<file path="src/rtl/chan_packet_thresh_loader_if.sv">
// Bus bundle between the load_thresh register / trigger datapath and the threshold loader.
// The master drives the register word and read requests; the slave returns thresholds and status.
interface chan_packet_thresh_loader_if #(
    parameter int CHAN_W   = 8,
    parameter int THRESH_W = 16
);
    logic [31:0]         load_thresh_reg;
    logic [CHAN_W-1:0]   chan_in;
    logic                chan_valid;
    logic [THRESH_W-1:0] thresh_out;
    logic [CHAN_W-1:0]   chan_out;
    logic                thresh_valid;
    logic                init_done;
    logic                load_ack;
    logic [15:0]         load_count;

    modport master (
        output load_thresh_reg, chan_in, chan_valid,
        input  thresh_out, chan_out, thresh_valid, init_done, load_ack, load_count
    );

    modport slave (
        input  load_thresh_reg, chan_in, chan_valid,
        output thresh_out, chan_out, thresh_valid, init_done, load_ack, load_count
    );
endinterface

</file>
<file path="src/rtl/chan_packet_thresh_loader.sv">
// Per-channel trigger threshold table: clears itself after reset, accepts qualified software
// loads from the load_thresh word, and serves thresholds to the datapath with 2-cycle latency.
module chan_packet_thresh_loader #(
    parameter int                  N_CHAN         = 256,
    parameter int                  CHAN_W         = 8,
    parameter int                  THRESH_W       = 16,
    parameter int                  STABLE_CYC     = 4,
    parameter logic [THRESH_W-1:0] DEFAULT_THRESH = THRESH_W'(16'h7FFF)
) (
    input  logic                         user_clk,
    input  logic                         user_rst,
    chan_packet_thresh_loader_if.slave   s_bus
);

    localparam int                QCNT_W    = $clog2(STABLE_CYC + 1);
    localparam logic [CHAN_W-1:0] LAST_ADDR = CHAN_W'(N_CHAN - 1);
    localparam logic [CHAN_W:0]   N_CHAN_L  = (CHAN_W + 1)'(N_CHAN);

    typedef enum logic [2:0] {
        S_CLEAR    = 3'd0,
        S_WAIT_LOW = 3'd1,
        S_IDLE     = 3'd2,
        S_QUAL     = 3'd3,
        S_WRITE    = 3'd4
    } state_t;

    state_t              r_state;
    state_t              w_state_nxt;
    logic [CHAN_W-1:0]   r_clr_addr;
    logic [CHAN_W-1:0]   w_clr_addr_nxt;
    logic [31:0]         r_word;
    logic [31:0]         w_word_nxt;
    logic [QCNT_W-1:0]   r_qcnt;
    logic [QCNT_W-1:0]   w_qcnt_nxt;
    logic                r_init_done;
    logic                w_init_done_nxt;
    logic                r_load_ack;
    logic                w_load_ack_nxt;
    logic [15:0]         r_load_count;
    logic [15:0]         w_load_count_nxt;

    logic                w_we;
    logic [CHAN_W-1:0]   w_waddr;
    logic [THRESH_W-1:0] w_wdata;

    logic                w_load_bit;
    logic [CHAN_W-1:0]   w_cap_chan;
    logic [THRESH_W-1:0] w_cap_thresh;
    logic                w_cap_in_range;

    logic [THRESH_W-1:0] r_table [0:N_CHAN-1];

    logic [CHAN_W-1:0]   r_s1_chan;
    logic                r_s1_valid;
    logic                r_s1_init;
    logic                w_s1_in_range;
    logic [THRESH_W-1:0] r_thresh_out;
    logic [CHAN_W-1:0]   r_chan_out;
    logic                r_thresh_valid;

    assign w_load_bit     = s_bus.load_thresh_reg[31];
    assign w_cap_chan     = r_word[CHAN_W+15:16];
    assign w_cap_thresh   = r_word[THRESH_W-1:0];
    assign w_cap_in_range = ({1'b0, w_cap_chan} < N_CHAN_L);
    assign w_s1_in_range  = ({1'b0, r_s1_chan} < N_CHAN_L);

    // Control state and counters.
    always_ff @(posedge user_clk or posedge user_rst) begin
        if (user_rst) begin
            r_state      <= S_CLEAR;
            r_clr_addr   <= {CHAN_W{1'b0}};
            r_word       <= 32'd0;
            r_qcnt       <= {QCNT_W{1'b0}};
            r_init_done  <= 1'b0;
            r_load_ack   <= 1'b0;
            r_load_count <= 16'd0;
        end else begin
            r_state      <= w_state_nxt;
            r_clr_addr   <= w_clr_addr_nxt;
            r_word       <= w_word_nxt;
            r_qcnt       <= w_qcnt_nxt;
            r_init_done  <= w_init_done_nxt;
            r_load_ack   <= w_load_ack_nxt;
            r_load_count <= w_load_count_nxt;
        end
    end

    // Next-state, table write port and load bookkeeping.
    always_comb begin
        w_state_nxt      = r_state;
        w_clr_addr_nxt   = r_clr_addr;
        w_word_nxt       = r_word;
        w_qcnt_nxt       = r_qcnt;
        w_init_done_nxt  = r_init_done;
        w_load_ack_nxt   = 1'b0;
        w_load_count_nxt = r_load_count;
        w_we             = 1'b0;
        w_waddr          = r_clr_addr;
        w_wdata          = DEFAULT_THRESH;

        case (r_state)
            S_CLEAR: begin
                w_we = 1'b1;
                if (r_clr_addr == LAST_ADDR) begin
                    w_state_nxt     = S_WAIT_LOW;
                    w_init_done_nxt = 1'b1;
                    w_clr_addr_nxt  = {CHAN_W{1'b0}};
                end else begin
                    w_clr_addr_nxt  = r_clr_addr + CHAN_W'(1);
                end
            end
            S_WAIT_LOW: begin
                // A load bit still high from before must drop before a new command counts.
                if (!w_load_bit) begin
                    w_state_nxt = S_IDLE;
                end else begin
                    w_state_nxt = S_WAIT_LOW;
                end
            end
            S_IDLE: begin
                if (w_load_bit) begin
                    w_word_nxt  = s_bus.load_thresh_reg;
                    w_qcnt_nxt  = QCNT_W'(1);
                    w_state_nxt = S_QUAL;
                end else begin
                    w_state_nxt = S_IDLE;
                end
            end
            S_QUAL: begin
                if (!w_load_bit) begin
                    w_state_nxt = S_IDLE;
                end else if (s_bus.load_thresh_reg != r_word) begin
                    w_word_nxt  = s_bus.load_thresh_reg;
                    w_qcnt_nxt  = QCNT_W'(1);
                end else if (r_qcnt == QCNT_W'(STABLE_CYC)) begin
                    w_state_nxt = S_WRITE;
                end else begin
                    w_qcnt_nxt  = r_qcnt + QCNT_W'(1);
                end
            end
            S_WRITE: begin
                w_state_nxt = S_WAIT_LOW;
                if (w_cap_in_range) begin
                    w_we             = 1'b1;
                    w_waddr          = w_cap_chan;
                    w_wdata          = w_cap_thresh;
                    w_load_ack_nxt   = 1'b1;
                    w_load_count_nxt = r_load_count + 16'd1;
                end else begin
                    w_we             = 1'b0;
                end
            end
            default: begin
                w_state_nxt = S_CLEAR;
            end
        endcase
    end

    // Threshold table storage; contents are defined by the post-reset clear, not by reset.
    always_ff @(posedge user_clk) begin
        if (w_we) begin
            r_table[w_waddr] <= w_wdata;
        end
    end

    // Two-stage read pipeline; a same-cycle write to the read address yields the old value.
    always_ff @(posedge user_clk or posedge user_rst) begin
        if (user_rst) begin
            r_s1_chan      <= {CHAN_W{1'b0}};
            r_s1_valid     <= 1'b0;
            r_s1_init      <= 1'b0;
            r_thresh_out   <= {THRESH_W{1'b0}};
            r_chan_out     <= {CHAN_W{1'b0}};
            r_thresh_valid <= 1'b0;
        end else begin
            r_s1_chan      <= s_bus.chan_in;
            r_s1_valid     <= s_bus.chan_valid;
            r_s1_init      <= r_init_done;
            r_chan_out     <= r_s1_chan;
            r_thresh_valid <= r_s1_valid;
            if (r_s1_init && w_s1_in_range) begin
                r_thresh_out <= r_table[r_s1_chan];
            end else begin
                r_thresh_out <= DEFAULT_THRESH;
            end
        end
    end

    assign s_bus.thresh_out   = r_thresh_out;
    assign s_bus.chan_out     = r_chan_out;
    assign s_bus.thresh_valid = r_thresh_valid;
    assign s_bus.init_done    = r_init_done;
    assign s_bus.load_ack     = r_load_ack;
    assign s_bus.load_count   = r_load_count;

endmodule
</file>
<file path="src/flat_wrapper.sv">
// flat-port wrapper written by rule: the top's interface ports become plain ports
module chan_packet_thresh_loader_flat 
#(
    parameter int                  N_CHAN         = 256,
    parameter int                  CHAN_W         = 8,
    parameter int                  THRESH_W       = 16,
    parameter int                  STABLE_CYC     = 4,
    parameter logic [THRESH_W-1:0] DEFAULT_THRESH = THRESH_W'(16'h7FFF)
)
  (user_clk, user_rst, s_bus_load_thresh_reg, s_bus_chan_in, s_bus_chan_valid, s_bus_thresh_out, s_bus_chan_out, s_bus_thresh_valid, s_bus_init_done, s_bus_load_ack, s_bus_load_count);
  chan_packet_thresh_loader_if #(.CHAN_W(CHAN_W), .THRESH_W(THRESH_W)) s_bus_i ();
  input  logic user_clk;
  input  logic user_rst;
  input wire logic [$bits(s_bus_i.load_thresh_reg)-1:0] s_bus_load_thresh_reg;
  input wire logic [$bits(s_bus_i.chan_in)-1:0] s_bus_chan_in;
  input wire logic [$bits(s_bus_i.chan_valid)-1:0] s_bus_chan_valid;
  output wire logic [$bits(s_bus_i.thresh_out)-1:0] s_bus_thresh_out;
  output wire logic [$bits(s_bus_i.chan_out)-1:0] s_bus_chan_out;
  output wire logic [$bits(s_bus_i.thresh_valid)-1:0] s_bus_thresh_valid;
  output wire logic [$bits(s_bus_i.init_done)-1:0] s_bus_init_done;
  output wire logic [$bits(s_bus_i.load_ack)-1:0] s_bus_load_ack;
  output wire logic [$bits(s_bus_i.load_count)-1:0] s_bus_load_count;
  assign s_bus_i.load_thresh_reg = s_bus_load_thresh_reg;
  assign s_bus_i.chan_in = s_bus_chan_in;
  assign s_bus_i.chan_valid = s_bus_chan_valid;
  assign s_bus_thresh_out = s_bus_i.thresh_out;
  assign s_bus_chan_out = s_bus_i.chan_out;
  assign s_bus_thresh_valid = s_bus_i.thresh_valid;
  assign s_bus_init_done = s_bus_i.init_done;
  assign s_bus_load_ack = s_bus_i.load_ack;
  assign s_bus_load_count = s_bus_i.load_count;
  chan_packet_thresh_loader #(.N_CHAN(N_CHAN), .CHAN_W(CHAN_W), .THRESH_W(THRESH_W), .STABLE_CYC(STABLE_CYC), .DEFAULT_THRESH(DEFAULT_THRESH)) u_core (.user_clk(user_clk), .user_rst(user_rst), .s_bus(s_bus_i));
endmodule
</file>
<file path="config.mk">
export PLATFORM = sky130hd
export DESIGN_NAME = chan_packet_thresh_loader_flat
export DESIGN_NICKNAME = d
export VERILOG_FILES = /design/src/rtl/chan_packet_thresh_loader_if.sv /design/src/rtl/chan_packet_thresh_loader.sv /design/src/flat_wrapper.sv
export SDC_FILE = /design/constraint.sdc
export NUM_CORES = 2
export LEC_CHECK = 0
export ABC_AREA = 1
export CAP_MARGIN = 20
export CORE_UTILIZATION = 50
export DETAILED_ROUTE_END_ITERATION = 7
export DONT_BUFFER_PORTS = 1
export SLEW_MARGIN = 20
export SYNTH_ARGS = -nofsm -noshare
export SYNTH_HDL_FRONTEND = slang
export SYNTH_SLANG_ARGS = --single-unit
</file>
<file path="constraint.sdc">
create_clock -name user_clk -period 11.45 [get_ports user_clk]
set_input_delay 2.8625 -clock user_clk [delete_from_list [all_inputs] [get_ports user_clk]]
set_output_delay 2.8625 -clock user_clk [all_outputs]
set_load 0.1 [all_outputs]
</file>
==> impl_metrics.json <==
{
  "cp.arrival_ns": 6.44,
  "multi_input_area_um2": 38900,
  "drc_errors": 0,
  "cp-end-kind": "register",
  "status": "finished clean",
  "die_h_um": 582,
  "ioPinCount": 86,
  "regArea_um2": 126000,
  "hold_viol": 0,
  "drv_slew": 0,
  "cap_viol_max_count": 0,
  "place.gp.congestion": 0.869,
  "routed_wl_um": 496000,
  "synth_cells": 14056,
  "crit_fanout": 190,
  "vias": 111876,
  "syn_to_final_growth_pct": 11.5,
  "ys_ff_latch": 4195,
  "antenna_found_initial": 16,
  "firstDrtPassIters": 8,
  "numPortBuffers": 0,
  "ys_warn_count": 0,
  "fin_skew_ns": 0.0405,
  "cp_cell_sequence": "buf_4, buf_12, buf_4, buf_4, nand2_1, nand3_1, nand3_1, nand3_1, nand3_1, nand3_1, nand3_1, nand2_1, nand2_1, nand3_1",
  "synth_seq_area_share_pct": 74.5,
  "die_area_um2": 339000,
  "clk_latency_ns": 0.98,
  "clkTransAtPathRegs_ns": 0.06,
  "core_area_um2": 334000,
  "fmax_mhz": 181,
  "cts_buffers": 431,
  "place_area_um2": 174000,
  "synth.distinct_cells": 33,
  "syn-num-nets": 14103,
  "grtUsageTotal_pct": 28.7,
  "hpwl_um": 270000,
  "tns_ns": 0,
  "post_cts_buffers": 0,
  "cts_resized": 0,
  "crit_path_top_delay_cell": "dfrtp_4",
  "slew-limit-headroom_pct": 21.5,
  "chipWidth_um": 582,
  "power.total_mw": 31.9,
  "worst_pin_slew_ns": 1.18,
  "grt_pass1_wl_um": 720000,
  "path_common_cell": "nand3_1",
  "cts_buffer_depth": 4,
  "rsz0062_at_grt": "no",
  "slowest_delay_ns": 0.78,
  "fin_nets": 13991,
  "grt_pass1_vias": 105693,
  "clkSinkCount": 4195,
  "cts_tree": "done",
  "floorplan.initialDensity_pct": 50.4,
  "critPathLaunchType": "register",
  "dp_slack_ns": 5.77,
  "syn_avg_cell_area_um2": 12.0,
  "drive_above_1_share_pct": 7.98,
  "grt_max_degree": 191,
  "netlist_area_um2": 168000,
  "design_area_um2": 188000,
  "ir_drop_v": 0.000129,
  "worstPathRequired_ns": 12.35,
  "cts_hold_buf": 0,
  "grt-ovfl-total": 0,
  "post_drt_wl_per_cell_um": 26.5,
  "hp-class": "reg -> reg",
  "powerDensity_nw_per_um2": 170,
  "fillers": 27230,
  "period_minus_slack_ns": 5.53,
  "finalCritPeriodShare_pct": 48.3,
  "drt_iter0_drc": 14217,
  "setup_viol_count_final": 0,
  "detail-route-antenna-nets": 0,
  "root_buffer": "clkbuf_16",
  "dp.cells": 17895,
  "ctsHtreeMaxLevel": 5,
  "p_leak_nw": 69.0,
  "setup_ws_ns": 5.92,
  "crit_type": "reg -> reg",
  "viasPerCell": 5.98,
  "instances_no_fill": 18694,
  "rows": 212
}
==> critical path: cells and delay by family, from the launching register on <==
| family | cells | cell delay, ns |
|---|---|---|
| buf+inv | 4 | 2.94 |
| flops | 1 | 0.78 |
| simple gates | 10 | 1.50 |
==> path summary, 6_finish.rpt <==
| kind | slack [ns] | to | cells after the start | startpoint |
|---|---|---|---|---|
| worst max-delay path | 5.92 | u_core.s_bus.thresh_out[9]$_DFF_PP0_ | 14 | u_core.r_s1_chan[0]$_DFF_PP0_ |
| worst min-delay path | 0.36 | u_core.s_bus.thresh_valid$_DFF_PP0_ | 0 | u_core.r_s1_valid$_DFF_PP0_ |
| worst max register to register | 5.92 | u_core.s_bus.thresh_out[9]$_DFF_PP0_ | 14 | u_core.r_s1_chan[0]$_DFF_PP0_ |
| worst min register to register | 0.36 | u_core.s_bus.thresh_valid$_DFF_PP0_ | 0 | u_core.r_s1_valid$_DFF_PP0_ |
| max in group asynchronous | 7.97 | u_core.r_s1_chan[1]$_DFF_PP0_ | 2 | user_rst |
| min in group asynchronous | 1.93 | u_core.r_s1_valid$_DFF_PP0_ | 1 | user_rst |
==> cell usage in the layout, fill, tap and decap left out, types with 4 or more instances in the layout <==
| cell | n |
|---|---|
| nor3_1 | 13 |
| bufinv_16 | 38 |
| nor2_1 | 264 |
| dfrtp_2 | 4 |
| buf_6 | 5 |
| xnor2_1 | 14 |
| clkbuf_16 | 443 |
| inv_1 | 78 |
| a21oi_1 | 7 |
| o21ai_0 | 17 |
| ha_1 | 4 |
| dfrtp_4 | 6 |
| inv_6 | 7 |
| clkinv_2 | 87 |
| clkbuf_1 | 89 |
| xor2_1 | 26 |
| nor2_2 | 45 |
| nor2_4 | 7 |
| clkinv_8 | 6 |
| buf_12 | 29 |
| nand2_1 | 4284 |
| nand3_1 | 4068 |
| clkbuf_8 | 21 |
| clkinv_4 | 7 |
| clkinvlp_4 | 5 |
| edfxtp_1 | 4096 |
| dfrtp_1 | 89 |
| or2_4 | 7 |
| nand2_2 | 20 |
| inv_2 | 6 |
| inv_8 | 4 |
| nand2_4 | 8 |
| clkinv_1 | 93 |
| or2_2 | 5 |
| nand4_1 | 13 |
| buf_4 | 368 |
==> cell usage after synthesis (all sizes together) <==
cell type,count,area (um2)
o21ai,24,165
nor3,14,75.1
ha,4,50.1
or2,12,75.1
clkbuf,560,2100
nor4,3,18.8
nand3,4069,20400
nor2,317,1240
edfxtp,4096,123000
xnor2,14,123
nand2,4312,16200
nand3b,1,7.51
xor2,26,228
dfrtp,99,2480
o22ai,2,12.5
buf,390,1760
inv,90,338
a21oi,7,35.0
a31oi,3,18.8
nand4,13,81.3
==> cell families (layout without fill, tap and decap cells) <==
logic type,Yosys count,after routing,synth area share [%]
AOI/OAI and AO/OA,36,36,0.137
xor gates and xnor gates,40,40,0.208
DFF,4195,4195,74.5
adders and majority gates,4,4,0.0297
and+or+nand+nor,8741,8741,22.6
other,0,1,0
buffers and inverters,1040,1290,2.50
==> sequential cells by signal (all words and copies together) (netlist names), 3 cells and up <==
register,cells
u_core.r_clr_addr,8
u_core.r_qcnt,3
u_core.r_s1_chan,8
u_core.r_state,3
u_core.r_table,4096
u_core.r_word,32
u_core.s_bus.chan_out,8
u_core.s_bus.load_count,16
u_core.s_bus.thresh_out,16
==> report_power, final <==
group | switching, mW | leakage [nW] | total (mW) | internal (mW)
Combinational | 1.03 | 18.2 | 1.35 | 0.322
Clock | 5.84 | 6.84 | 13.9 | 8.04
Sequential | 0.0307 | 43.9 | 16.6 | 16.6
==> per-layer routing <==
metal	up-vias	global-route usage (%)	share of wire, %
li1	49769	-	-
met1	55514	40.5	40
met2	5698	45.0	46
met3	889	4.31	9.4
met4	6	11.8	4.4
met5	-	0	0.0095
==> area by class of cell <==
class	instances	area share, %
multi-input cells	8821	20.7
clock buffers	553	6.24
inverters	90	0.205
diodes	1	0.00133
clock inverters	242	1.16
flip-flops and latches	4195	66.9
well taps	4387	2.92
repair buffers	405	1.86
==> through the flow <==
stage | utilization, % | hold WS (ns)
floorplan | - | 0.331
global placement | 52.0 | 0.340
detailed placement | 52.0 | 0.344
CTS | 56.1 | 0.366
global route | 56.2 | 0.376
finish | 56.2 | 0.360
(Power assumes the default switching activity.)
